**config.mk**
```make
export PLATFORM = sky130hd
export DESIGN_NAME = uart_rx
export DESIGN_NICKNAME = d
export VERILOG_FILES = /design/src/rtl/uart_rx.sv
export SDC_FILE = /design/constraint.sdc
export NUM_CORES = 1
export LEC_CHECK = 0
export BUFFER_PORTS_ARGS = -buffer_cell sky130_fd_sc_hd__buf_2
export CORE_MARGIN = 4
export CORE_UTILIZATION = 25
export CTS_CLUSTER_SIZE = 20
export DETAILED_ROUTE_END_ITERATION = 8
export PLACE_DENSITY = 0.48
export SLEW_MARGIN = 20
export SYNTH_ARGS = -nofsm -noshare
export SYNTH_HDL_FRONTEND = slang
export SYNTH_SLANG_ARGS = --single-unit
```
**constraint.sdc**
```tcl
create_clock -name clk -period 3 [get_ports clk]
set_input_delay 0.3 -clock clk [delete_from_list [all_inputs] [get_ports clk]]
set_output_delay 0.3 -clock clk [all_outputs]
set_load 0.01 [all_outputs]
```
**src/rtl/uart_rx.sv**
```systemverilog
// 8N1 serial receiver for UART_RXD: mid-bit sampling, valid/ack byte handoff,
// framing-error pulse and sticky overrun flag.
module uart_rx #(
   parameter int CLKS_PER_BIT = 434
) (
   input  logic       clk,
   input  logic       rst,
   input  logic       rx,
   input  logic       rd_ack,
   output logic [7:0] rx_data,
   output logic       rx_valid,
   output logic       frame_err,
   output logic       overrun,
   output logic       busy
);

   localparam int CW = (CLKS_PER_BIT > 2) ? $clog2(CLKS_PER_BIT) : 2;
   localparam logic [CW-1:0] HALF_M1 = CW'(CLKS_PER_BIT / 2 - 1);
   localparam logic [CW-1:0] FULL_M1 = CW'(CLKS_PER_BIT - 1);
   localparam logic [CW-1:0] SETTLE  = CW'(2);

   typedef enum logic [2:0] {
      WAIT_IDLE,
      IDLE,
      START,
      DATA,
      STOP
   } state_t;

   state_t        state_q, state_d;
   logic          rx_meta_q, rx_meta_d;
   logic          rx_s_q, rx_s_d;
   logic [CW-1:0] cnt_q, cnt_d;
   logic [2:0]    bit_cnt_q, bit_cnt_d;
   logic [7:0]    shift_q, shift_d;
   logic [7:0]    rx_data_q, rx_data_d;
   logic          rx_valid_q, rx_valid_d;
   logic          frame_err_q, frame_err_d;
   logic          overrun_q, overrun_d;
   logic          busy_q, busy_d;
   logic          ack;

   always_comb begin
      state_d     = state_q;
      rx_meta_d   = rx;
      rx_s_d      = rx_meta_q;
      cnt_d       = cnt_q;
      bit_cnt_d   = bit_cnt_q;
      shift_d     = shift_q;
      rx_data_d   = rx_data_q;
      rx_valid_d  = rx_valid_q;
      frame_err_d = 1'b0;
      overrun_d   = overrun_q;
      busy_d      = busy_q;
      ack         = rd_ack & rx_valid_q;

      if (ack) begin
         rx_valid_d = 1'b0;
         overrun_d  = 1'b0;
      end

      unique case (state_q)
         WAIT_IDLE: begin
            // The synchroniser resets to idle-high, so let it flush before trusting rx_s.
            if (cnt_q != SETTLE) begin
               cnt_d = cnt_q + CW'(1);
            end else if (rx_s_q) begin
               state_d = IDLE;
            end
         end
         IDLE: begin
            if (!rx_s_q) begin
               cnt_d   = '0;
               state_d = START;
            end
         end
         START: begin
            if (cnt_q == HALF_M1) begin
               cnt_d = '0;
               if (!rx_s_q) begin
                  busy_d    = 1'b1;
                  bit_cnt_d = 3'd0;
                  state_d   = DATA;
               end else begin
                  state_d = IDLE;
               end
            end else begin
               cnt_d = cnt_q + CW'(1);
            end
         end
         DATA: begin
            if (cnt_q == FULL_M1) begin
               cnt_d              = '0;
               shift_d[bit_cnt_q] = rx_s_q;
               bit_cnt_d          = bit_cnt_q + 3'd1;
               if (bit_cnt_q == 3'd7) begin
                  state_d = STOP;
               end
            end else begin
               cnt_d = cnt_q + CW'(1);
            end
         end
         STOP: begin
            if (cnt_q == FULL_M1) begin
               cnt_d  = '0;
               busy_d = 1'b0;
               if (rx_s_q) begin
                  rx_data_d  = shift_q;
                  rx_valid_d = 1'b1;
                  // A coincident ack consumes the old byte: no overrun, flag held.
                  overrun_d  = overrun_q | (rx_valid_q & ~rd_ack);
                  state_d    = IDLE;
               end else begin
                  frame_err_d = 1'b1;
                  state_d     = WAIT_IDLE;
               end
            end else begin
               cnt_d = cnt_q + CW'(1);
            end
         end
         default: begin
            state_d = WAIT_IDLE;
            cnt_d   = '0;
         end
      endcase
   end

   always_ff @(posedge clk) begin
      if (rst) begin
         state_q     <= WAIT_IDLE;
         rx_meta_q   <= 1'b1;
         rx_s_q      <= 1'b1;
         cnt_q       <= '0;
         bit_cnt_q   <= 3'd0;
         shift_q     <= 8'h00;
         rx_data_q   <= 8'h00;
         rx_valid_q  <= 1'b0;
         frame_err_q <= 1'b0;
         overrun_q   <= 1'b0;
         busy_q      <= 1'b0;
      end else begin
         state_q     <= state_d;
         rx_meta_q   <= rx_meta_d;
         rx_s_q      <= rx_s_d;
         cnt_q       <= cnt_d;
         bit_cnt_q   <= bit_cnt_d;
         shift_q     <= shift_d;
         rx_data_q   <= rx_data_d;
         rx_valid_q  <= rx_valid_d;
         frame_err_q <= frame_err_d;
         overrun_q   <= overrun_d;
         busy_q      <= busy_d;
      end
   end

   assign rx_data   = rx_data_q;
   assign rx_valid  = rx_valid_q;
   assign frame_err = frame_err_q;
   assign overrun   = overrun_q;
   assign busy      = busy_q;

endmodule

```
-- Word level (Yosys, flattened, before mapping)
Cells that the tools add are included.
Widths: inputs -> output; s select.
- register bits: 37
- bits in latches: 0
- bits in writable memories: 0
- bits in read-only memories: 0
- input port bits: 4
- output and inout port bits: 12
- memories: 0
- $add $sub $neg: 2
- $mul: 0
- divide/modulo/power cells: 0
- $lt $le $gt $ge: 2
- equality and inequality tests: 17
- shifts and indexed selects: 0
- muxes and demuxes: 35
- bitwise logic cells: 6
- reductions and logical operators: 12
- operators with widths (kind ; number):
    $mux 9 ; 4
    $pmux 9 s4 ; 1
    $mux 3 ; 10
    $ne 2x2->1 const B ; 9
    $pmux 3 s5 ; 1
    $mux 1 ; 14
    $add 9x1->9 const B ; 1
    $eq 9x8->1 const B ; 1
    $eq 9x9->1 const B ; 1
    $ne 9x2->1 const B ; 1
    $bwmux 8 ; 1
    $reduce_and 4->1 ; 2
    $reduce_and 7->1 ; 1
    $eq 3x2->1 const B ; 2
    $eq 3x3->1 const B ; 2
    $pmux 3 s2 ; 1
    $lt 3x4->1 const B ; 1
    $reduce_and 2->1 ; 2
    $reduce_bool 2->1 ; 2
    $add 3x1->3 const B ; 1
    $demux 1 s3 ; 1
    $eq 3x1->1 const B ; 1
    $ge 3x1->1 const B ; 1
    $logic_not 3->1 ; 1
    other kinds (9) ; 12

-- Longest topological paths before layout
Gate-level depths: netlist (run 1).
- word-level depth: 6
- gate-level depth with buffers: 8

-- Worst setup path after synthesis (run 1)
Ideal clock, no wire load.
- kind: register -> register
- start point: register cnt_q[0]
- end point: register state_q[1]
- arrival time: 1.822 ns
- slack: 1.108 ns
- stages on the path, launching flop included: 8
- buffers on the path: 0
- clock period less this slack: 1.892 ns
- cell sequence: dfxtp_1 inv_1 ha_1 or3b_2 nor3_1 o21ai_1 or4_1 a21oi_1
- cells in the longest elaborated chain, start to end: 3
- elaborated cells on any way between the ends: 8
- classes of those cells: eq/ne: 7; reduce/logical: 1
- ends and longest elaborated chain (item ; RTL line ; text):
    start: declaration ; 33 ; logic [CW-1:0] cnt_q, cnt_d;
    start signal: assignment ; 145 ; cnt_q <= cnt_d;
    $eq 9x9->1, or another cell as far along ; 92, 104 ;
    $ne 2x2->1 (no line) ; n/a ;
    $reduce_and 7->1 (no line) (*) ; n/a ;
    end signal: assignment ; 142 ; state_q <= state_d;
    end: declaration ; 30 ; state_t state_q, state_d;
Every way passes the cells marked *; elsewhere a longest branch is shown, timed or not.
A chain may end at the register's enable or synchronous reset.

-- Worst setup path in the final report (run 1)
- start point: register cnt_q[6]
- end point: register rx_data_q[1] (netlist: rx_data[1])
- cells in the longest elaborated chain, start to end: 2
- ends and longest elaborated chain (item ; RTL line ; text):
    $eq 9x9->1 ; 104 ; if (cnt_q == FULL_M1) begin
    $reduce_and 3->1 (no line) ; n/a ;
    end signal: assignment ; 148 ; rx_data_q <= rx_data_d;
    end: declaration ; 36 ; logic [7:0] rx_data_q, rx_data_d;
No other way between the ends.

==> impl_summary.md, run 1 <==
Floorplanning
For this configuration, the core starts out at a cell density of 0.262. The core region area is 6940 um^2. In this run the core area contains 30 standard-cell rows. The floorplan die width is 93.3 um. The I/O pin count is 16. The die outline height is 93.3 um. The area of the die is 8710 um^2.

CTS
The TritonCTS clock tree is built. The clock sink count is 37. The number of levels in the clock H-tree is 2. Clock tree synthesis inserted a total of 5 buffers. The clock root buffer is clkbuf_8. The post-CTS repair timing setup buffer count is 0. At the later pin of the worst-skew pair, clock insertion delay measures 0.29 ns. Clock-pin slew was measured on the worst setup and hold paths at 0.07 ns. The cts-stage hold buffer count is 0. The deepest clock path buffer count is 2. The number of gates resized after CTS was 0.

Global routing
The first global-routing pass estimated 6240 um of wire. The total overflow left after global routing is 0. The initial antenna violation count came to 0. Entering global routing, the biggest net connects 31 pins. The global router's overall resource usage is 0.0916. The number of global-route vias before repair came to 1306.

Synthesis
The Yosys step of the flow raised 0 warnings. The mapped netlist covers 1820 um^2. The flip-flop cell with the highest count after synthesis is dfxtp_1. In this run the mean area of a mapped cell was 9.10 um^2. Counting flops and latches in the post-synthesis netlist gives 37.

The number of enable-type register cells in the synthesized netlist is 0. The share of flip-flops with an asynchronous set or reset after synthesis is 0. The number of standard cells after synthesis is 200. Of the synthesized area, sequential elements account for 0.407. The total nets after synthesis is 210. Yosys mapped the design onto 46 distinct sky130hd cell types.

Detailed routing
The total number of vias is 1410. Routed signal wires occupy layers up through met4. The met2 wire length is 1590 um. In the routed layout, each cell is associated on average with a via count of 4.61.

The detailed router finished its first iteration with 84 violations. The per-cell routed wire length is 12.2 um. The routed design has 3730 um of wire.

In the final routing, the length of wire on met1 measures 1870 um. The count of nets left with antenna violations after detail routing is 0. The routed length on met3 is 167 um.

The number of iterations in the first detailed-routing pass is 4. After detailed routing, the number of remaining DRC violations is 0.

Timing
The highest clock rate is 0.467 GHz. The slew at the pin closest to its max-slew limit is 0.633 ns. The minimum period implied by the final worst setup slack is 2.14 ns. The clock skew after layout is 0.00295 ns. The summed negative setup slack over all endpoints is 0 ns. Setup repair after global routing left no endpoint under its margin.

The final-report max-slew violation count is 0. The total count of hold-check failures in the final report is 0. The post-route clock period utilization is 0.714. Setup violations remaining at the end of the flow were counted as 0. The worst-case headroom to the max-slew limit is 0.577.

Power
In this run the power spent charging and discharging nets is 367 uW. Of the total power, registers draw 0.465. The ratio of total power to cell area is 597 nW/um^2.

Cell internal power was estimated by the tool at 865 uW. The leakage power of the design is 0.853 nW. Of the total power, the share spent switching nets is 0.298. Of the total power, the clock network draws 0.338.

The combinational cell fraction of total power is 0.197. The worst ir drop on vdd is 0.000250 V.

Critical path
The worst setup path is launched from a flop. The element type at the critical path end is a flop. The arrival time reported for the critical path endpoint is 2.31 ns.

In this run the worst path has a maximum fanout of 9. The critical path goes through or3_1 > nor3_4 > nand3_1 > mux2i_1 > nor2_1. The critical path is of the reg2reg type.

For the worst setup path, the data required time is 3.16 ns. The cell with the largest stage delay on the worst path is or3_1. The largest stage delay on the critical path is 0.51 ns.

Finish
At the end of the flow, the number of nets in the layout was 220. Relative to the synthesized area, the layout overhead comes to 13.4%. The number of inserted diodes is 0. In the final layout, the share of cells above drive strength 1 is 0.148.

Leaving out filler cells and counting taps, the final layout contains 306.

Place
The sum of net half-perimeters after detailed placement is 2550 um. Including well taps, the total number of placed cells is 299. The final weighted congestion of routability-driven global placement is 0.783.

The number of port buffers is 15.

Run
The tool flagged a number of max-cap violations equal to 0.

Hold path
The path class of the tightest hold or removal check is in2reg.

Outcome
The run finished with clean final reports.
## cell type report
| cell class | count | area (um^2) |
|---|---|---|
| clock buffer | 5 | 68.8 |
| clock inverter | 2 | 35.0 |
| sequential | 37 | 741 |
| tap | 96 | 120 |
| multi-input combinational | 146 | 1000 |
| timing repair buffer | 16 | 82.6 |
| inverter | 4 | 15.0 |
| fill | 736 | 4880 |
## worst max-delay path: cells and delay by family, from the launching register on
family | cells | cell delay (ns)
simple gates | 4 | 1.32
mux | 1 | 0.32
flops | 1 | 0.37
## routing by layer
| layer | up-vias | GRT usage |
|---|---|---|
| li1 | 722 | - |
| met1 | 648 | 0.117 |
| met2 | 31 | 0.133 |
| met3 | 9 | 0.0330 |
| met4 | 0 | 0.0501 |
| met5 | - | 0 |
## power groups by stage
stage | clock network, mW | logic [mW] | registers, mW
after floorplan | 0 | 0.237 | 0.543
after global placement | 0 | 0.243 | 0.581
after detailed placement | 0 | 0.240 | 0.583
after CTS | 0.430 | 0.242 | 0.571
after global routing | 0.450 | 0.282 | 0.578
final | 0.416 | 0.243 | 0.572
## registers in the layout (all words and copies together), names as in the netlist
name       flops
frame_err      1
bit_cnt_q      3
rx_data        8
busy           1
rx_valid       1
rx_s_q         1
cnt_q          9
overrun        1
shift_q        8
rx_meta_q      1
state_q        3
## synth_stat cells (all sizes together) (2+ instances only)
| cell | instances | area share |
|---|---|---|
| xnor2 | 4 | 0.019 |
| or2 | 4 | 0.014 |
| mux2i | 19 | 0.10 |
| o21ai | 4 | 0.011 |
| nor2 | 35 | 0.072 |
| dfxtp | 37 | 0.41 |
| clkbuf | 7 | 0.014 |
| nand4 | 4 | 0.014 |
| buf | 6 | 0.020 |
| nand4b | 4 | 0.019 |
| or3 | 2 | 0.0069 |
| a32oi | 2 | 0.0096 |
| nor3 | 5 | 0.023 |
| xor2 | 4 | 0.019 |
| nand2b | 4 | 0.014 |
| a22oi | 2 | 0.0083 |
| nor4 | 6 | 0.021 |
| nand2 | 9 | 0.019 |
| ha | 6 | 0.041 |
| o21a | 2 | 0.0083 |
| nand3 | 6 | 0.017 |
| or4 | 2 | 0.0083 |
| nand3b | 2 | 0.0083 |
| inv | 4 | 0.0083 |
| a21oi | 4 | 0.011 |
## final timing paths
path / startpoint / endpoint / slack (ns) / cells past startpoint
max reg2reg: cnt_q[6] / rx_data[1] / 0.86 / 5
min: rx / rx_meta_q / 0.19 / 2
min reg2reg: rx_meta_q / rx_s_q / 0.42 / 1
max: cnt_q[6] / rx_data[1] / 0.86 / 5
## placed cells by master, fill, tap and decap left out, types with 5 or more instances in the layout
master     n
nand3_1    6
nor2_1    35
nor4_1     6
dfxtp_1   37
mux2i_1   19
clkbuf_8   5
nand2_1    9
buf_2     15
ha_1       6
## logic make-up after synthesis
family	count (synthesis)	share of synthesized area
compound gates	21	0.0873
xor+xnor	8	0.0385
fa+ha+maj	6	0.0413
buf+inv	17	0.0426
flops	37	0.407
mux	19	0.105
simple gates	92	0.279
## stage by stage
step	util	area (um^2)	total power, mW	hold slack [ns]	setup slack [ns]
6_report	0.297	2060	1.23	0.190	0.858
5_1_grt	0.297	2060	1.31	0.189	0.648
4_1_cts	0.297	2060	1.24	0.185	0.875
3_5_place_dp	0.282	1960	0.823	0.404	0.878
3_3_place_gp	0.282	1960	0.824	0.409	0.913
2_1_floorplan	-	1820	0.780	0.389	1.11
Note: power is estimated with default switching activity, not from simulation.
==> run 2: changes to the inputs <==
==> constraint.sdc (replaced) <==
create_clock -name clk -period 2.15 [get_ports clk]
set_input_delay 0.215 -clock clk [delete_from_list [all_inputs] [get_ports clk]]
set_output_delay 0.215 -clock clk [all_outputs]
set_load 0.01 [all_outputs]
==> impl_summary.md, run 2 (synthesis gave the netlist of run 1 again) <==
Floorplanning
The core region area was 6940 um^2 (unchanged). The number of core rows was 30 (unchanged). The starting density of the core came to 0.262 (unchanged). The floorplan die width came to 93.3 um (unchanged). The area of the die is 8710 um^2 (unchanged).

The I/O pin count is 16 (unchanged). The die outline height was 93.3 um (unchanged).

Finish
The number of inserted diodes came to 0 (unchanged). The register name with the most flops is cnt_q (unchanged). The area taken by flip-flops and latches is 741 um^2 (unchanged). The final core utilization is 0.308 (was 0.297). The number of nets in the layout came to 230 (was 220). The total of fill cells in the finished design is 753 (was 736). The flip-flop count of the largest register, all copies and words added is 9 (unchanged). Commonest cells after routing, fill and taps aside: 37 x dfxtp_1, 35 x nor2_1, 19 x mux2i_1 (unchanged). The multi-input combinational cell area was 1020 um^2 (was 1000 um^2).

The leading cell type in the layout, fill and taps excluded is dfxtp_1 (unchanged). The area overhead of the layout relative to synthesis is 17.7% (was 13.4%). The fraction of layout instances using a drive strength above 1 is 0.200 (was 0.148).

CTS
The clock sink count is 37 (unchanged). The clock insertion delay at the later pin of the skew report is 0.29 ns (about the same). The cts-stage hold buffer count came to 0 (unchanged). The deepest clock path buffer count came to 2 (unchanged). The number of levels in the clock H-tree came to 2 (unchanged). The clock transition time at the flip-flop clock pins of the worst setup and hold paths is 0.08 ns (was 0.07 ns). The TritonCTS buffer count is 5 (unchanged).

The TritonCTS clock tree was built (unchanged). The post-CTS repair timing setup buffer count is 0 (unchanged). The clock root buffer is clkbuf_8 (unchanged).

Detailed routing
The per-cell routed wire length came to 11.8 um (was 12.2 um). The total number of vias is 1436 (was 1410). The count of nets left with antenna violations after detail routing is 0 (unchanged). The via count normalized by instance count came to 4.54 (was 4.61). The starting DRC count in detailed routing came to 63 (was 84). The overall routed net length is 3740 um (was 3730 um). The number of iterations in the first detailed-routing pass was 4 (unchanged).

The remaining design rule violation count is 0 (unchanged).

Global routing
The global router's overall resource usage was 0.0916 (about the same). The number of global-route vias before repair is 1398 (was 1306). The first-pass GRT wire length is 6400 um (was 6240 um).

The pin count of the biggest net entering global routing came to 31 (unchanged). The leftover overflow at the end of global routing was 0 (unchanged). The initial antenna violation count was 0 (unchanged).

Timing
The minimum period implied by the final worst setup slack is 2.01 ns (was 2.14 ns). The number of setup violations in the final report is 0 (unchanged). The summed negative setup slack over all endpoints is 0 ns (unchanged).

The clock skew after layout came to 0.00894 ns (was 0.00295 ns). The slew at the pin closest to its max-slew limit is 0.534 ns (was 0.633 ns). The post-route clock period utilization came to 0.933 (was 0.714).

The highest clock rate was 0.498 GHz (was 0.467 GHz). The final hold slack is 0.114 ns (was 0.190 ns). The total count of hold-check failures in the final report is 0 (unchanged). The final-report max-slew violation count is 0 (unchanged). The worst-case headroom to the max-slew limit is 0.644 (was 0.577).

Place
The number of port buffers came to 15 (unchanged). The sum of net half-perimeters after detailed placement is 2550 um (about the same). The final weighted congestion of routability-driven global placement came to 0.776 (was 0.783).

Hold path
The depth of the worst hold-timing path is 2 (unchanged). The end point of the worst hold path is rx_meta_q (unchanged). The launch point of the worst hold path is rx (unchanged). The type of the tightest min-delay check is in2reg (unchanged).

Critical path
The cell with the largest stage delay on the worst path is or3b_2 (was or3_1). The origin of the critical flop-to-flop path is cnt_q[0] (was cnt_q[6]). The largest stage delay on the critical path is 0.48 ns (was 0.51 ns).

The start-to-end type of the worst setup path was reg2reg (unchanged). The number of cells traversed by the worst register-to-register path is 7 (was 5). Critical path cell sequence: inv_1 > ha_1 > or3b_2 > nor3_2 > o21ai_2 > or4_1 > a21oi_1 (was or3_1 > nor3_4 > nand3_1 > mux2i_1 > nor2_1). The slack of the worst reg-to-reg path was 0.14 ns (was 0.86 ns). The worst flop-to-flop path endpoint is state_q[1] (was rx_data[1]). The arrival time reported for the critical path endpoint was 2.22 ns (was 2.31 ns).

The required arrival time at the worst endpoint came to 2.37 ns (was 3.16 ns). The startpoint class of the critical path is a flop (unchanged). The element type at the critical path end is a flop (unchanged).

The maximum fanout encountered on the critical timing path is 5 (was 9).

Run
The max-cap violation count is 0 (unchanged).

Outcome
Result of the run: finished, final reports clean (unchanged).

Power
The switching part of the total power is 0.312 (was 0.298). The leakage power of the design was 0.899 nW (was 0.853 nW). The sequential share of power was 0.449 (was 0.465). The part of the total power dissipated in the clock network is 0.299 (was 0.338). The total internal power is 1.15 mW (was 865 uW).

The net switching power figure is 522 uW (was 367 uW). The ratio of total power to cell area is 781 nW/um^2 (was 597 nW/um^2). The combinational cell fraction of total power is 0.252 (was 0.197).

The worst ir drop on vdd is 0.000203 V (was 0.000250 V).
[run 2: changes by cell type in the layout (fill, tap and decap cells not counted), sizes merged]
cell,delta
buf,+10
bufinv,-1
clkinv,-1
clkbuf,+1
clkinvlp,+1
[run 2: cell type report]
class	instances	area share
clock buffers	6	0.0386
clock inverters	1	0.00351
inverters	4	0.00701
multi-input cells	146	0.475
flip-flops and latches	37	0.346
well taps	96	0.0561
repair buffers	26	0.0736
[run 2: power by group through the flow]
| stage | Clock [mW] | Combinational (mW) | Sequential [mW] |
|---|---|---|---|
| after floorplan | 0 | 0.331 | 0.758 |
| after global placement | 0 | 0.403 | 0.767 |
| after detailed placement | 0 | 0.400 | 0.767 |
| after CTS | 0.522 | 0.405 | 0.751 |
| after global routing | 0.544 | 0.473 | 0.759 |
| final | 0.499 | 0.421 | 0.751 |
[run 2: repair_timing]
item,CTS,global route
setup endpoints to repair,0,3
endpoints found under the hold margin,0,0
gates resized for setup,0,4
[run 2: worst max-delay path, delay by kind of cell (launching register included)]
family | cells | cell delay, ns
compound gates | 2 | 0.22
fa+ha+maj | 1 | 0.15
buf+inv | 1 | 0.11
flops | 1 | 0.34
simple gates | 3 | 1.10
[run 2: worst max path at each step]
stage,startpoint,to,slack [ns],cells past startpoint
4_1_cts,cnt_q[0],state_q[1],0.11,7
5_1_grt,cnt_q[0],state_q[1],-0.005,7
3_5_place_dp,cnt_q[6],shift_q[4],0.13,6
3_3_place_gp,cnt_q[1],shift_q[4],0.12,8
2_1_floorplan,cnt_q[0],state_q[1],0.26,7
6_report,cnt_q[0],state_q[1],0.14,7
[run 2: metal layers]
layer,vias up,track usage,routed length [um]
met5,-,0,0
met4,0,0.0440,81
met3,6,0.0290,196
met2,32,0.141,1600
met1,653,0.116,1860
li1,745,-,-
[run 2: through the flow]
| step | cell area (um^2) | setup slack (ns) | total power [mW] | std cells |
|---|---|---|---|---|
| 6_report | 2140 | 0.143 | 1.67 | 316 |
| 5_1_grt | 2140 | -0.00525 | 1.78 | 316 |
| 4_1_cts | 2120 | 0.106 | 1.68 | 316 |
| 3_5_place_dp | 2030 | 0.130 | 1.17 | 309 |
| 3_3_place_gp | 2030 | 0.124 | 1.17 | 309 |
| 2_1_floorplan | 1820 | 0.258 | 1.09 | 200 |
